===== config.mk =====
export PLATFORM = sky130hd
export DESIGN_NAME = trigger_capture_ctrl
export DESIGN_NICKNAME = d
export VERILOG_FILES = /design/src/rtl/trigger_capture_ctrl.sv
export SDC_FILE = /design/constraint.sdc
export NUM_CORES = 1
export LEC_CHECK = 0
export CAP_MARGIN = 20
export CORE_MARGIN = 5
export CORE_UTILIZATION = 55
export CTS_BUF_LIST = sky130_fd_sc_hd__clkbuf_4 sky130_fd_sc_hd__clkbuf_8
export CTS_CLUSTER_DIAMETER = 50
export CTS_CLUSTER_SIZE = 25
export DETAILED_ROUTE_END_ITERATION = 8
export PLACE_DENSITY_LB_ADDON = 0.1
export SYNTH_ARGS = -nofsm -noshare
export SYNTH_HDL_FRONTEND = slang
export SYNTH_SLANG_ARGS = --single-unit

===== constraint.sdc =====
create_clock -name clk -period 2.7 [get_ports clk]
set_clock_uncertainty 0.2 [all_clocks]
set_input_delay 0.81 -clock clk [delete_from_list [all_inputs] [get_ports clk]]
set_output_delay 0.81 -clock clk [all_outputs]
set_load 0.005 [all_outputs]

===== src/rtl/trigger_capture_ctrl.sv =====
// trigger_capture_ctrl
//   Acquisition controller for a single-channel scope front end. On start it
//   arms, waits for a rising crossing of trig_level (or a forced trigger after
//   AUTO_TIMEOUT accepted samples in auto mode), then writes DEPTH decimated
//   samples to a capture RAM and pulses done.
//
// Ports
//   clk, rst_n          clock, asynchronous active-low reset
//   start, abort        sequencer controls (start: 1-cycle pulse)
//   sample_valid/data   incoming ADC sample stream (8-bit unsigned)
//   trig_level          rising-edge threshold (unsigned)
//   auto_mode           force a trigger after AUTO_TIMEOUT samples
//   time_division       keep 1 of every 2^time_division samples
//   wr_en/addr/data     registered RAM write port
//   busy, done, forced  status; forced marks an auto-triggered frame
//   dbg_state           current FSM state, for observation only
//
// Handshake: a sample is consumed on any cycle with sample_valid=1 while the
// FSM is in WAIT_TRIG or CAPTURE; there is no back-pressure. A write issued
// from a sample is presented on wr_* in the following cycle, for one cycle.
module trigger_capture_ctrl #(
  parameter int DEPTH        = 160,
  parameter int AUTO_TIMEOUT = 4096
) (
  input  logic       clk,
  input  logic       rst_n,
  input  logic       start,
  input  logic       abort,
  input  logic       sample_valid,
  input  logic [7:0] sample_data,
  input  logic [7:0] trig_level,
  input  logic       auto_mode,
  input  logic [1:0] time_division,
  output logic       wr_en,
  output logic [7:0] wr_addr,
  output logic [7:0] wr_data,
  output logic       busy,
  output logic       done,
  output logic       forced,
  output logic [2:0] dbg_state
);

  localparam int TW = (AUTO_TIMEOUT > 1) ? $clog2(AUTO_TIMEOUT) : 1;
  localparam logic [TW-1:0] TO_LAST   = TW'(AUTO_TIMEOUT - 1);
  localparam logic [7:0]    ADDR_LAST = 8'(DEPTH - 1);

  typedef enum logic [2:0] {
    IDLE      = 3'd0,
    ARM       = 3'd1,
    WAIT_TRIG = 3'd2,
    CAPTURE   = 3'd3,
    FINISH    = 3'd4
  } state_t;

  state_t        state_q, state_d;
  logic [1:0]    td_q, td_d;
  logic          auto_q, auto_d;
  logic [7:0]    prev_q, prev_d;
  logic          prev_valid_q, prev_valid_d;
  logic [TW-1:0] timeout_q, timeout_d;
  logic [2:0]    dec_q, dec_d;
  logic          forced_q, forced_d;
  logic          wr_en_q, wr_en_d;
  logic [7:0]    wr_addr_q, wr_addr_d;
  logic [7:0]    wr_data_q, wr_data_d;
  logic          done_q, done_d;

  logic       trig_hit;
  logic       timeout_hit;
  logic [2:0] dec_mask;
  logic [2:0] dec_inc;
  logic [7:0] addr_next;

  // Decimation period is 2^td; the counter runs modulo that period.
  always_comb begin
    dec_mask = 3'b000;
    case (td_q)
      2'd0:    dec_mask = 3'b000;
      2'd1:    dec_mask = 3'b001;
      2'd2:    dec_mask = 3'b011;
      default: dec_mask = 3'b111;
    endcase
  end

  assign dec_inc   = (dec_q + 3'd1) & dec_mask;
  assign addr_next = wr_addr_q + 8'd1;

  // Rising crossing needs a previous sample; the first one after ARM cannot fire.
  assign trig_hit    = prev_valid_q && (prev_q < trig_level) && (sample_data >= trig_level);
  assign timeout_hit = auto_q && (timeout_q == TO_LAST);

  always_comb begin
    state_d      = state_q;
    td_d         = td_q;
    auto_d       = auto_q;
    prev_d       = prev_q;
    prev_valid_d = prev_valid_q;
    timeout_d    = timeout_q;
    dec_d        = dec_q;
    forced_d     = forced_q;
    wr_en_d      = 1'b0;
    wr_addr_d    = wr_addr_q;
    wr_data_d    = wr_data_q;
    done_d       = 1'b0;

    case (state_q)
      IDLE: begin
        if (start && !abort) begin
          state_d = ARM;
          td_d    = time_division;
          auto_d  = auto_mode;
        end
      end

      ARM: begin
        if (abort) begin
          state_d = IDLE;
        end else begin
          state_d      = WAIT_TRIG;
          prev_d       = 8'd0;
          prev_valid_d = 1'b0;
          timeout_d    = '0;
          dec_d        = 3'd0;
          forced_d     = 1'b0;
        end
      end

      WAIT_TRIG: begin
        if (abort) begin
          state_d = IDLE;
        end else if (sample_valid) begin
          prev_d       = sample_data;
          prev_valid_d = 1'b1;
          if (auto_q) begin
            timeout_d = timeout_q + TW'(1);
          end
          if (trig_hit || timeout_hit) begin
            wr_en_d   = 1'b1;
            wr_addr_d = 8'd0;
            wr_data_d = sample_data;
            dec_d     = 3'd0;
            forced_d  = !trig_hit;
            state_d   = (ADDR_LAST == 8'd0) ? FINISH : CAPTURE;
          end
        end
      end

      CAPTURE: begin
        if (abort) begin
          state_d = IDLE;
        end else if (sample_valid) begin
          dec_d = dec_inc;
          if (dec_inc == 3'd0) begin
            wr_en_d   = 1'b1;
            wr_addr_d = addr_next;
            wr_data_d = sample_data;
            if (addr_next == ADDR_LAST) begin
              state_d = FINISH;
            end
          end
        end
      end

      FINISH: begin
        state_d = IDLE;
        done_d  = !abort;
      end

      default: begin
        state_d = IDLE;
      end
    endcase
  end

  always_ff @(posedge clk or negedge rst_n) begin
    if (!rst_n) begin
      state_q      <= IDLE;
      td_q         <= 2'd0;
      auto_q       <= 1'b0;
      prev_q       <= 8'd0;
      prev_valid_q <= 1'b0;
      timeout_q    <= '0;
      dec_q        <= 3'd0;
      forced_q     <= 1'b0;
      wr_en_q      <= 1'b0;
      wr_addr_q    <= 8'd0;
      wr_data_q    <= 8'd0;
      done_q       <= 1'b0;
    end else begin
      state_q      <= state_d;
      td_q         <= td_d;
      auto_q       <= auto_d;
      prev_q       <= prev_d;
      prev_valid_q <= prev_valid_d;
      timeout_q    <= timeout_d;
      dec_q        <= dec_d;
      forced_q     <= forced_d;
      wr_en_q      <= wr_en_d;
      wr_addr_q    <= wr_addr_d;
      wr_data_q    <= wr_data_d;
      done_q       <= done_d;
    end
  end

  assign wr_en     = wr_en_q;
  assign wr_addr   = wr_addr_q;
  assign wr_data   = wr_data_q;
  assign busy      = (state_q != IDLE);
  assign done      = done_q;
  assign forced    = forced_q;
  assign dbg_state = state_q;

endmodule


==> results by group, run 1 <==
Status
  – Status: finished, final reports clean

Clock tree
  – Inserted Clock Buffers: 5
  – H-tree depth: 2
  – Worst-path clk slew: 0.09 ns
  – Hold-fix buffers, CTS: 0
  – Clock Tree Buf Depth: 2
  – CTS tree: done
  – Sink Count: 49
  – Worst-Skew Late Latency: 0.31 ns
  – Clock root cell: clkbuf_8

STA
  – RSZ-0062 raised after global routing: true
  – Worst Tran Pin Value: slightly above 0.4 ns
  – Final period utilization: a little over nine tenths
  – Max Freq: 377 MHz
  – Tmin final: 2.65 ns
  – Setup TNS: 0 ns
  – Slew Limit Headroom: between 70 and 80%
  – Final setup vio count: 0
  – Final Hold Viols: 0
  – Worst hold slack: 0.274 ns
  – Max Slew Vio Count: 0

Global routing
  – Global-route wire length before repair: approximately 11 mm
  – Initial antenna violation count: 0
  – GRT Total Usage: 22.0%
  – Overflow after GRT: 0
  – Vias in the first global route: 2426
  – Pin count of the biggest net entering global routing: 50

Logic synthesis
  – Syn_area_per_cell: around 9.8 µm²
  – Cell Area, Synth: 0.00286 mm²
  – Synth warn: 0
  – EDFF count, synth: 0
  – Top post-synthesis cells by count: dfrtp_1, nand2_1, nor2_1, o21ai_0, ha_1
  – Synth area leader: dfrtp_1
  – Post-synth ARST share: 100%
  – Yosys cell types: 56
  – Cells after synthesis: 292
  – Ranking of synthesized cells by area: dfrtp_1, ha_1, mux2_2
  – Count leader, synth: dfrtp_1
  – #FFs+latches synth: 49
  – Top cell type's share of synthesized area: between 40% and 50%
  – Sequential share of the synthesized area: a little over two fifths
  – Dominant synthesized flop cell: dfrtp_1
  – Syn Nets: roughly 340

Floorplan
  – Row count: 26
  – Die X: 82.1 µm
  – Core area: between 0.005 and 0.006 mm²
  – Die footprint: ~0.0067 mm²
  – I/O pin count: 47
  – Die height: 82.1 µm
  – Starting Density: a little under three fifths

Setup path
  – Worst path slowest cell: clkdlybuf4s50_1
  – Top delay family on crit path: buffers and inverters
  – CP max FO: 6
  – Worst R2R Setup Slack: 0.19 ns
  – End of the worst register-to-register path: wr_addr[2]$_DFFE_PN0P_
  – CP peak stage delay: approximately 0.47 ns
  – Critical Path End: busy
  – FF-to-FF path depth: 8
  – Worst Setup End Kind: output port
  – Required time of the critical path: about 1.7 ns
  – Reg-to-reg critical path startpoint: dbg_state[2]$_DFFE_PN0P_
  – Critical path origin: dbg_state[1]$_DFFE_PN0P_
  – Worst EP arrival: 1.64 ns
  – Cells along the critical path: or3_1 -> clkdlybuf4s50_1
  – Worst path depth: 2
  – Worst path bufs/invs: 1
  – Critical path launch point type: flip-flop
  – CP Class: reg2out

Route
  – DRC: 0
  – Via count: 2415
  – TritonRoute pass-1 iters: 4
  – Initial DRC Count: 122
  – WL per Instance: 14.9 µm
  – DR vias/cell: 5.50
  – Antenna Nets Post-Route: 0
  – Detailed Route WL: 6.54 mm

Placement
  – Placer Congestion: 0.809
  – Half-perimeter wire length after placement: roughly 4.9 mm
  – Placed Instances: 426
  – I/O Buffers: 46

Cells and area
  – Layout area overhead: 37.2%
  – Layout cells sized above 1: 29.0%
  – Antenna Cells: 0
  – Number of cells in the finished layout apart from fillers: 439
  – Nets@finish: 411
  – Core Util, Final: 77.2%
  – Layout filler cell count: 376

Power
  – Pwr Total: approximately 2500 µW
  – Maximum vdd drop: 438 µV
  – Power Density: between 600 and 700 mW/mm²
  – Cell leakage power: ~0.0017 µW

Hold path
  – Worst min path class: in2async

Flow run
  – Number of max-cap violations: 0
==> metrics by stage <==
stage               setup slack, ns  area (µm²)
floorplan                   -0.0212        3060
global placement             -0.674        3780
detailed placement           -0.717        3780
CTS                         0.00650        3920
global route                -0.0283        3920
finish                       0.0507        3920
==> layout by cell type (no fill, tap or decap), types with 4 or more instances in the layout <==
| master | netlist | routed |
|---|---|---|
| o21ai_0 | 20 | 19 |
| xnor2_1 | 6 | 6 |
| ha_4 | 0 | 12 |
| nand2b_1 | 5 | 4 |
| inv_1 | 15 | 7 |
| nor2_1 | 20 | 20 |
| nor3_1 | 11 | 11 |
| clkbuf_8 | 0 | 5 |
| mux2_2 | 12 | 9 |
| nor3b_1 | 4 | 4 |
| clkdlybuf4s50_1 | 0 | 29 |
| dfrtp_1 | 49 | 47 |
| nor2b_1 | 5 | 5 |
| a21o_1 | 5 | 5 |
| nand4_1 | 5 | 5 |
| clkbuf_2 | 0 | 9 |
| nand2_1 | 33 | 33 |
| nand3_1 | 10 | 10 |
| or3_1 | 4 | 4 |
| buf_4 | 1 | 29 |
| xor2_1 | 7 | 7 |
| a21oi_1 | 5 | 4 |
| ha_1 | 19 | 7 |
| buf_2 | 1 | 4 |
==> how the worst min path moves through the flow <==
stage | to | from | slack [ns]
detailed placement | prev_valid_q$_DFFE_PN0P_ | prev_valid_q$_DFFE_PN0P_ | 0.29
global placement | prev_valid_q$_DFFE_PN0P_ | prev_valid_q$_DFFE_PN0P_ | 0.26
floorplan | prev_valid_q$_DFFE_PN0P_ | prev_valid_q$_DFFE_PN0P_ | 0.25
global route | prev_q[6]$_DFFE_PN0P_ | rst_n | 0.29
finish | prev_q[6]$_DFFE_PN0P_ | rst_n | 0.27
CTS | prev_q[6]$_DFFE_PN0P_ | rst_n | 0.27
==> where the power goes <==
group | internal [µW] | leakage, µW | switching, µW
registers | 892 | 0.000657 | 148
clock network | 193 | 0.0000408 | 251
logic | 585 | 0.00105 | 465
==> state kept, by name, indices dropped and copies added (netlist names) <==
name and cells:
timeout_q 12, prev_q 8, forced 1, dbg_state 3
wr_data 8, wr_addr 8, done 1, td_q 2
prev_valid_q 1, wr_en 1, auto_q 1, dec_q 3
==> worst register-to-register path, stage by stage, from the launching register on <==
cell and delay [ns]:
dfrtp_2 0.43, buf_4 0.17, or3b_1 0.43, a211oi_2 0.15, a21boi_2 0.20, a21oi_2 0.07, or2_4 0.27, buf_12 0.15
a221o_1 0.34
==> layer usage <==
metal  GRT usage, %  vias up  wire length [µm]
met5              0        -                 0
met4           7.97        0               167
met3           4.28       14               281
met2           36.0       51              3140
met1           28.9     1160              2960
li1               -     1190                 -
==> timing repair <==
action | 4_1_cts | 5_1_grt
buffers inserted | 2 | 2
gates resized for setup | 36 | 25
setup endpoints to repair | 25 | 16
hold endpoints to repair | 0 | 0
pin swaps | 11 | 13
cloned | 1 | 0
==> cell families after synthesis <==
logic type / Yosys count / synth area share [%]
XOR/XNOR: 13 / 3.99
buffers and inverters: 26 / 4.64
multiplexers: 14 / 5.43
adder cells (fa/ha/maj): 19 / 8.32
AND/OR/NAND/NOR: 111 / 19.6
flip-flops: 49 / 42.9
AO/OA/AOI/OAI: 60 / 15.1
==> cell type report <==
type	count	area, µm²	area share [%]
Clock inverter	2	15.0	0.383
Timing Repair Buffer	79	698	17.8
Inverter	16	92.6	2.36
Multi-Input combinational cell	217	1720	43.9
Clock buffer	6	76.3	1.95
Sequential cell	49	1230	31.4
Tap cell	70	87.6	2.23
Power figures use the tool's default switching activity.
==> run 2, diff against run 1 <==
--- a/config.mk
+++ b/config.mk
@@ -6,8 +6,10 @@
 export NUM_CORES = 1
 export LEC_CHECK = 0
 export CAP_MARGIN = 20
+export CELL_PAD_IN_SITES_DETAIL_PLACEMENT = 2
+export CELL_PAD_IN_SITES_GLOBAL_PLACEMENT = 2
 export CORE_MARGIN = 5
-export CORE_UTILIZATION = 55
+export CORE_UTILIZATION = 35
 export CTS_BUF_LIST = sky130_fd_sc_hd__clkbuf_4 sky130_fd_sc_hd__clkbuf_8
 export CTS_CLUSTER_DIAMETER = 50
 export CTS_CLUSTER_SIZE = 25
==> run 2 against run 1 <==
First-iteration DRC count down 49%; critical path type is now in2reg; combinational power up 6%; sequential share of layout area down 0.45 points; fmax up 0.92%; largest power group unchanged.
==> results by group, run 2 (same netlist as run 1, synthesis figures left out) <==
Setup path
  – Worst EP arrival: 2.62 ns (+0.98 ns)
  – Worst Setup End Kind: flip-flop
  – Worst path slowest cell: a2111oi_4
  – Reg-to-reg critical path startpoint: timeout_q[3]$_DFFE_PN0P_
  – Critical path launch point type: input pin
  – End of the worst register-to-register path: wr_addr[2]$_DFFE_PN0P_
  – CP max FO: 3 (-3)
  – CP peak stage delay: 0.39 ns (-0.08 ns)
  – Required time of the critical path: 2.69 ns (+1.00 ns)
  – Worst R2R Setup Slack: 0.17 ns (-0.02 ns)
  – Cells along the critical path: buf_2 -> inv_8 -> ha_4 -> nand2b_4 -> a2111oi_4 -> o31ai_4 -> a31oi_4 -> a21bo_2 -> mux2_2
  – FF-to-FF path depth: 7 (-1)
  – CP Class: in2reg
  – Critical path origin: sample_data[0]
  – Critical Path End: dec_q[0]$_DFFE_PN0P_

Route
  – DR vias/cell: 5.36 (-2.6%)
  – Via count: 2546 (+5.4%)
  – Antenna Nets Post-Route: 0 (unchanged)
  – TritonRoute pass-1 iters: 4 (unchanged)
  – Initial DRC Count: 62 (-49%)
  – DRC: 0 (unchanged)
  – WL per Instance: 19.0 µm (+27%)
  – Detailed Route WL: 9.03 mm (+38%)

Floorplan
  – Row count: 33 (+27%)
  – Die X: 100 µm (+22%)
  – Die footprint: 0.0101 mm² (+49%)
  – I/O pin count: 47 (unchanged)
  – Die height: 100 µm (+22%)
  – Starting Density: 35.3% (-21 points)
  – Core area: 0.00809 mm² (+59%)

Hold path
  – Worst min path class: in2async

Placement
  – Placer Congestion: 0.824 (+1.9%)
  – I/O Buffers: 46 (unchanged)
  – Placed Instances: 465 (+9.2%)
  – Half-perimeter wire length after placement: 6.85 mm (+40%)

Global routing
  – GRT Total Usage: 18.3% (-3.7 points)
  – Initial antenna violation count: 0 (unchanged)
  – Vias in the first global route: 2900 (+20%)
  – Pin count of the biggest net entering global routing: 31 (-38%)
  – Overflow after GRT: 0 (unchanged)
  – Global-route wire length before repair: 14.6 mm (+28%)

Cells and area
  – Biggest register: timeout_q
  – Largest register FFs: 12 (unchanged)
  – Most frequent cells in the layout: dfrtp_1, nand2_1, clkdlybuf4s50_1, buf_4
  – Nets@finish: 412 (+0.24%)
  – Commonest non-fill, non-tap cell in the layout: dfrtp_1
  – Layout cells sized above 1: 31.4% (+2.4 points)
  – Layout area overhead: 39.3%
  – Number of cells in the finished layout apart from fillers: 475 (+8.2%)
  – Antenna Cells: 0 (unchanged)

STA
  – Max Freq: 381 MHz (+0.92%)
  – Max Slew Vio Count: 0 (unchanged)
  – Final setup vio count: 0 (unchanged)
  – Worst Tran Pin Value: 0.519 ns (+0.111 ns)
  – Slew Limit Headroom: 65.4% (-7.4 points)
  – Final Hold Viols: 0 (unchanged)
  – Setup TNS: 0 ns (unchanged)
  – Tmin final: 2.63 ns (-0.0242 ns)
  – Final period utilization: 97.2% (-0.90 points)

Clock tree
  – H-tree depth: 2 (unchanged)
  – Sink Count: 49 (unchanged)
  – Clock Tree Buf Depth: 2 (unchanged)
  – Inserted Clock Buffers: 5 (unchanged)
  – CTS tree: done
  – Worst-Skew Late Latency: 0.31 ns (about the same)
  – Clock root cell: clkbuf_8
  – Worst-path clk slew: 0.10 ns (about the same)

Power
  – Cell leakage power: 0.00178 µW (+1.7%)
  – Maximum vdd drop: 378 µV (-14%)
  – Power Density: 661 mW/mm² (+2.2%)

Flow run
  – Number of max-cap violations: 0 (unchanged)

Status
  – Status: finished, final reports clean
-- run 2: worst min path at each step --
| stage | from | endpoint | slack, ns |
|---|---|---|---|
| after floorplan | prev_valid_q$_DFFE_PN0P_ | prev_valid_q$_DFFE_PN0P_ | 0.25 |
| after global routing | rst_n | wr_data[1]$_DFFE_PN0P_ | 0.29 |
| after detailed placement | prev_valid_q$_DFFE_PN0P_ | prev_valid_q$_DFFE_PN0P_ | 0.29 |
| final | rst_n | wr_data[3]$_DFFE_PN0P_ | 0.26 |
| after CTS | rst_n | wr_data[3]$_DFFE_PN0P_ | 0.28 |
| after global placement | prev_valid_q$_DFFE_PN0P_ | prev_valid_q$_DFFE_PN0P_ | 0.26 |
-- run 2: layout make-up --
| class | instances | area [µm²] |
|---|---|---|
| fill | 861 | 4110 |
| multi-input combinational | 217 | 1750 |
| sequential | 49 | 1230 |
| timing repair buffer | 80 | 682 |
| tap | 105 | 131 |
| inverter | 16 | 92.6 |
| clock buffer | 6 | 76.3 |
| clock inverter | 2 | 15.0 |
-- run 2: timing repair --
item,in CTS,in global routing
gates resized for setup,40,38
buffers inserted,2,0
cloned,0,0
hold buffers,0,0
pin swaps,9,12
endpoints found under the setup margin,25,20
-- run 2: stage by stage --
step                      utilization [%]  hold WS [ns]  total power, µW  worst slack (ns)  cell area (µm²)
after global placement               47.4         0.261             2060            -0.751             3840
after CTS                            49.2         0.275             2630          0.000999             3980
after floorplan                         -         0.251             1590           -0.0212             3060
final                                49.2         0.260             2630            0.0749             3980
after global routing                 49.2         0.289             2800          -0.00806             3980
after detailed placement             47.4         0.289             2120            -0.802             3840
-- run 2: critical path: cells and delay by family --
family | cells | cell delay (ns)
fa+ha+maj | 1 | 0.20
mux | 1 | 0.34
compound gates | 4 | 0.94
buf+inv | 2 | 0.18
simple gates | 1 | 0.14
-- run 2: where the power goes --
group          switching, µW  internal, µW  leakage [µW]
sequential               159           894      0.000656
clock                    275           194     0.0000408
combinational            522           587       0.00108
-- run 2: layer usage --
layer,vias up,global-route usage [%],wire length [µm]
met4,0,5.18,185
met1,1296,23.0,3930
met5,-,0,0
met3,16,2.85,233
li1,1189,-,-
met2,45,32.5,4670
